==> config.mk <==
export PLATFORM = sky130hd
export DESIGN_NAME = mul_div_hilo_unit
export DESIGN_NICKNAME = d
export VERILOG_FILES = /design/src/rtl/mul_div_hilo_unit.sv
export SDC_FILE = /design/constraint.sdc
export NUM_CORES = 1
export LEC_CHECK = 0
export BUFFER_PORTS_ARGS = -buffer_cell sky130_fd_sc_hd__buf_2
export CAP_MARGIN = 40
export CORE_MARGIN = 2
export CORE_UTILIZATION = 40
export CTS_BUF_LIST = sky130_fd_sc_hd__clkbuf_16
export CTS_CLUSTER_SIZE = 14
export DETAILED_ROUTE_END_ITERATION = 16
export GPL_TIMING_DRIVEN = 0
export PLACE_DENSITY = 0.63
export REMOVE_ABC_BUFFERS = 1
export SKIP_LAST_GASP = 1
export SYNTH_ARGS = -nofsm -noshare
export SYNTH_HDL_FRONTEND = slang
export SYNTH_SLANG_ARGS = --single-unit
==> constraint.sdc <==
create_clock -name Clk -period 15.56 [get_ports Clk]
set_input_delay 2.334 -clock Clk [delete_from_list [all_inputs] [get_ports Clk]]
set_output_delay 2.334 -clock Clk [all_outputs]
set_load 0.01 [all_outputs]
==> src/rtl/mul_div_hilo_unit.sv <==
// rtl/mul_div_hilo_unit.sv - iterative shift-add multiplier owning the HI/LO pair
// Optional MUL_EARLY_TERM_EN: leave RUN as soon as the remaining multiplier is zero.
module mul_div_hilo_unit #(
  parameter int WIDTH = 32,
  parameter int CNT_W = 6
) (
  input  logic             Clk,
  input  logic             Reset,
  input  logic             Start,
  input  logic [1:0]       Op,
  input  logic [WIDTH-1:0] A,
  input  logic [WIDTH-1:0] B,
  input  logic             HiWrite,
  input  logic             LoWrite,
  input  logic [WIDTH-1:0] WData,
  output logic             MulOp,
  output logic             Done,
  output logic [WIDTH-1:0] HI,
  output logic [WIDTH-1:0] LO
);

  typedef enum logic [1:0] {S_IDLE, S_RUN, S_FINISH} state_t;

  localparam logic [1:0] OP_MULT  = 2'b00;
  localparam logic [1:0] OP_MULTU = 2'b01;
  localparam logic [1:0] OP_MADD  = 2'b10;
  localparam logic [1:0] OP_MSUB  = 2'b11;

  state_t             state_q, state_d;
  logic [CNT_W-1:0]   cnt_q;
  logic [2*WIDTH-1:0] mcand_q;
  logic [WIDTH-1:0]   mplier_q;
  logic [2*WIDTH-1:0] prod_q;
  logic               neg_q;
  logic [1:0]         op_q;
  logic [WIDTH-1:0]   hi_q, lo_q;

  logic               signed_op;
  logic [WIDTH-1:0]   a_mag, b_mag;
  logic [WIDTH-1:0]   mplier_d;
  logic [2*WIDTH-1:0] prod_d;
  logic [2*WIDTH-1:0] p_final;
  logic [2*WIDTH-1:0] hilo_d;
  logic               run_last;

  // Magnitudes are unsigned, so 0x80000000 maps exactly to 2^(WIDTH-1).
  assign signed_op = (Op != OP_MULTU);
  assign a_mag     = (signed_op && A[WIDTH-1]) ? (~A + 1'b1) : A;
  assign b_mag     = (signed_op && B[WIDTH-1]) ? (~B + 1'b1) : B;
  assign mplier_d  = mplier_q >> 1;
  assign prod_d    = mplier_q[0] ? (prod_q + mcand_q) : prod_q;
  assign p_final   = neg_q ? (~prod_q + 1'b1) : prod_q;

`ifdef MUL_EARLY_TERM_EN
  assign run_last = (cnt_q == CNT_W'(1)) || (mplier_d == '0);
`else
  assign run_last = (cnt_q == CNT_W'(1));
`endif

  always_comb begin
    hilo_d = p_final;
    case (op_q)
      OP_MADD: hilo_d = {hi_q, lo_q} + p_final;
      OP_MSUB: hilo_d = {hi_q, lo_q} - p_final;
      default: hilo_d = p_final;
    endcase
  end

  always_ff @(posedge Clk) begin
    if (Reset) state_q <= S_IDLE;
    else       state_q <= state_d;
  end

  always_comb begin
    state_d = state_q;
    case (state_q)
      S_IDLE:   if (Start) state_d = S_RUN;
      S_RUN:    if (run_last) state_d = S_FINISH;
      S_FINISH: state_d = S_IDLE;
      default:  state_d = S_IDLE;
    endcase
  end

  // The stall must start in the launch cycle, hence the combinational Start term.
  always_comb begin
    MulOp = (state_q == S_IDLE && Start && !Reset) || (state_q == S_RUN);
    Done  = (state_q == S_FINISH) && !Reset;
  end

  always_ff @(posedge Clk) begin
    if (Reset) begin
      cnt_q    <= '0;
      mcand_q  <= '0;
      mplier_q <= '0;
      prod_q   <= '0;
      neg_q    <= 1'b0;
      op_q     <= OP_MULT;
      hi_q     <= '0;
      lo_q     <= '0;
    end else begin
      case (state_q)
        S_IDLE: begin
          if (HiWrite) hi_q <= WData;
          if (LoWrite) lo_q <= WData;
          if (Start) begin
            op_q     <= Op;
            neg_q    <= signed_op && (A[WIDTH-1] ^ B[WIDTH-1]);
            mcand_q  <= {{WIDTH{1'b0}}, a_mag};
            mplier_q <= b_mag;
            prod_q   <= '0;
            cnt_q    <= CNT_W'(WIDTH);
          end
        end
        S_RUN: begin
          prod_q   <= prod_d;
          mcand_q  <= mcand_q << 1;
          mplier_q <= mplier_d;
          cnt_q    <= cnt_q - 1'b1;
        end
        S_FINISH: {hi_q, lo_q} <= hilo_d;
        default: ;
      endcase
    end
  end

  assign HI = hi_q;
  assign LO = lo_q;

endmodule

==> impl_metrics.csv <==
group,metric,value,unit
cells_and_area,layout_commonest_cell,"nand2_1",
timing,setup_viol,0,
drt,drtAntennaViolNets,0,
yosys,synth_area_per_cell,7.36,um^2
worst_setup_path,arrival,7.91,ns
timing,drv_slew,0,
pwr,p_switching,1270,uW
cells_and_area,fin_nets,3208,
cts,clockRootBuffer,"clkbuf_16",
drt,vias_per_cell,6.01,
cts,clock_latency,0.59,ns
drt,routed_wl,74.9,mm
yosys,synth_top_area_cell,"dfxtp_1",
yosys,synth_flop_cell,"dfxtp_1",
yosys,synth_cell_types,100,
hold_path,min-delay-start,"mplier_q[31]$_SDFFE_PP0P_",
timing,finClkSkew,0.0125,ns
worst_setup_path,cp.required,16.08,ns
placed_design,dp_hpwl,58.7,mm
floorplan,rows,85,
drt,initialDrtViolationCount,1569,
timing,fin_ws,8.17,ns
floorplan,initial_core_util,40.3,%
yosys,synth-seq-cells,235,
pwr,swShare,42.5,%
yosys,async_flop_share,0,%
cts,cts_made_buffers,30,
cts,clockBufferDepth,3,
timing,totalNegativeSetupSlack,0,ns
floorplan,die_y,236,um
floorplan,pin_count,169,
cts,post_cts_buffers,0,
grt,grt_max_degree,98,
placed_design,port_buffers,168,
grt,first_global_vias,20603,
timing,rsz0062_at_grt,"no",
cells_and_area,area_delta_synth_final,11.7,%
placed_design,place_inst,3634,
grt,grt_usage,25.9,%
floorplan,fp.dieArea,55900,um^2
pwr,seqPwrFrac,23.0,%
cells_and_area,drive_gt1_share,11.1,%
cts,postCtsHoldBufs,0,
worst_setup_path,path_class,"flop to flop",
worst_setup_path,cp-start-kind,"flop",
drt,first_pass_iters,10,
job,cap_violations,0,
pwr,p_comb_share,50.5,%
cts,ctsResizeCount,0,
cts,cts_tree,"built",
pwr,p_per_area,124,nW/um^2
worst_setup_path,critPathCaptureType,"flop",
worst_setup_path,crit_start,"prod_q[0]$_SDFFE_PP0P_",
cts,htree_num_levels,1,
cts,path_clk_slew,0.07,ns
pwr,clock_power_share,26.5,%
floorplan,die_x,236,um
timing,hold_viol_final,0,
cells_and_area,instances_no_fill,3690,
cells_and_area,final_util,45.0,%
timing,maxSlewHeadroom,38.0,%
drt,wl_per_cell,20.3,um
hold_path,hp-class,"flop to flop",
cts,clkSinkCount,235,
timing,worst_slew_pin_slew,0.930,ns
run_status,run_status,"complete, no violations",
pwr,p_leak,0.0103,uW
yosys,syn-cell-area,21600,um^2
yosys,yosys-top-cells-area,"dfxtp_1 (22%), ha_1 (7.6%), a21oi_1 (7.2%)",
grt,grt_antenna_before_repair,0,
drt,drc,0,
grt,grt_pass1_wl,117,mm
drt,vias,22179,
cells_and_area,fillCellCount,5473,
worst_setup_path,r2r-start,"prod_q[0]$_SDFFE_PP0P_",
worst_setup_path,cp_max_fo,11,
placed_design,pre_cts_ws,8.33,ns
timing,fmax,135,MHz
timing,finalCriticalPeriod,7.39,ns
placed_design,gp_congestion,0.935,
floorplan,core-area,53600,um^2
yosys,netlist.area_leader.share,21.8,%
yosys,syn_inst,2937,
cells_and_area,final_cell_mix,"nand2_1 (335), a21oi_1 (313), nor2_1 (248)",
timing,period_share,47.5,%
grt,grt_overflow,0,
yosys,yosysSeqAreaShare,21.8,%
yosys,yosysWarnings,0,
yosys,synth-edff-count,0,
pwr,power.internal,1710,uW
pwr,ir_drop,0.0827,mV
-- final cells by class --
| type | count | area, um^2 | area share [%] |
|---|---|---|---|
| flip-flops and latches | 235 | 4710 | 19.5 |
| multi-input cells | 2466 | 16000 | 66.4 |
| clock inverters | 23 | 329 | 1.36 |
| well taps | 696 | 871 | 3.61 |
| clock buffers | 31 | 776 | 3.22 |
| diodes | 1 | 2.50 | 0.0104 |
| inverters | 43 | 161 | 0.669 |
| repair buffers | 195 | 1260 | 5.23 |
-- state kept, by name (all words and copies together), names as in the netlist --
name      cells
HI           32
LO           32
cnt_q         6
mcand_q      64
mplier_q     32
neg_q         1
op_q          2
prod_q       64
state_q       2
-- cells by family after synthesis --
family	count (synthesis)	synth area share, %
adder cells (fa/ha/maj)	134	7.83
AND/OR/NAND/NOR	1034	23.8
buffers and inverters	236	4.38
XOR/XNOR	282	11.5
AO/OA/AOI/OAI	1007	30.3
flip-flops	235	21.8
multiplexers	9	0.434
-- routing by layer --
| metal | vias up | routed length [um] | global-route usage (%) |
|---|---|---|---|
| met5 | - | 0 | 0 |
| met4 | 0 | 2770 | 9.78 |
| met3 | 115 | 4420 | 2.70 |
| met2 | 753 | 33300 | 41.2 |
| met1 | 10407 | 34400 | 36.1 |
| li1 | 10904 | - | - |
-- critical path, cell delays in order, from the launching register on --
cell and delay, ns:
dfxtp_1 0.45, inv_1 0.17, ha_1 0.24, nor3b_2 0.42
nand4_1 0.38, or4_1 0.49, a221oi_1 0.78, and4_4 0.41
nand4_4 0.14, nor3_1 0.51, a21oi_1 0.17, xnor2_1 0.19
ha_1 0.43, and4_1 0.24, nor4b_1 0.22, buf_2 0.21
nand3b_1 0.09, a21o_1 0.22, a21o_1 0.23, a21oi_1 0.32
a21boi_0 0.20, o21ai_0 0.30, mux2_2 0.37, a21oi_1 0.14
-- cell usage after synthesis (79+ instances only) --
master,n
dfxtp_1,235
xnor2_1,127
nor2_1,253
clkbuf_1,163
nand3_1,79
nand2_1,335
xor2_1,153
a22oi_1,90
o21ai_0,184
ha_1,132
a21o_1,86
a21oi_1,313
-- final timing paths --
path / slack, ns / cells past startpoint / endpoint
hold / removal: 0.45 / 2 / mplier_q[31]$_SDFFE_PP0P_
hold reg to reg: 0.45 / 2 / mplier_q[31]$_SDFFE_PP0P_
setup reg to reg: 8.17 / 23 / HI[30]$_SDFFE_PP0P_
setup / recovery: 8.17 / 23 / HI[30]$_SDFFE_PP0P_
-- power groups by stage --
| stage | logic, uW | clock network, uW | registers [uW] |
|---|---|---|---|
| floorplan | 1080 | 0 | 690 |
| global placement | 1430 | 0 | 701 |
| detailed placement | 1460 | 0 | 698 |
| CTS | 1470 | 804 | 685 |
| global route | 1650 | 828 | 691 |
| finish | 1510 | 791 | 686 |
-- stage by stage --
step	instance area [um^2]	total power (uW)	hold WS, ns
finish	24100	2980	0.449
global route	24100	3160	0.470
CTS	24100	2960	0.452
detailed placement	23000	2160	0.442
global placement	22500	2130	0.439
floorplan	20800	1770	0.423
Note: power is estimated with default switching activity, not from simulation.
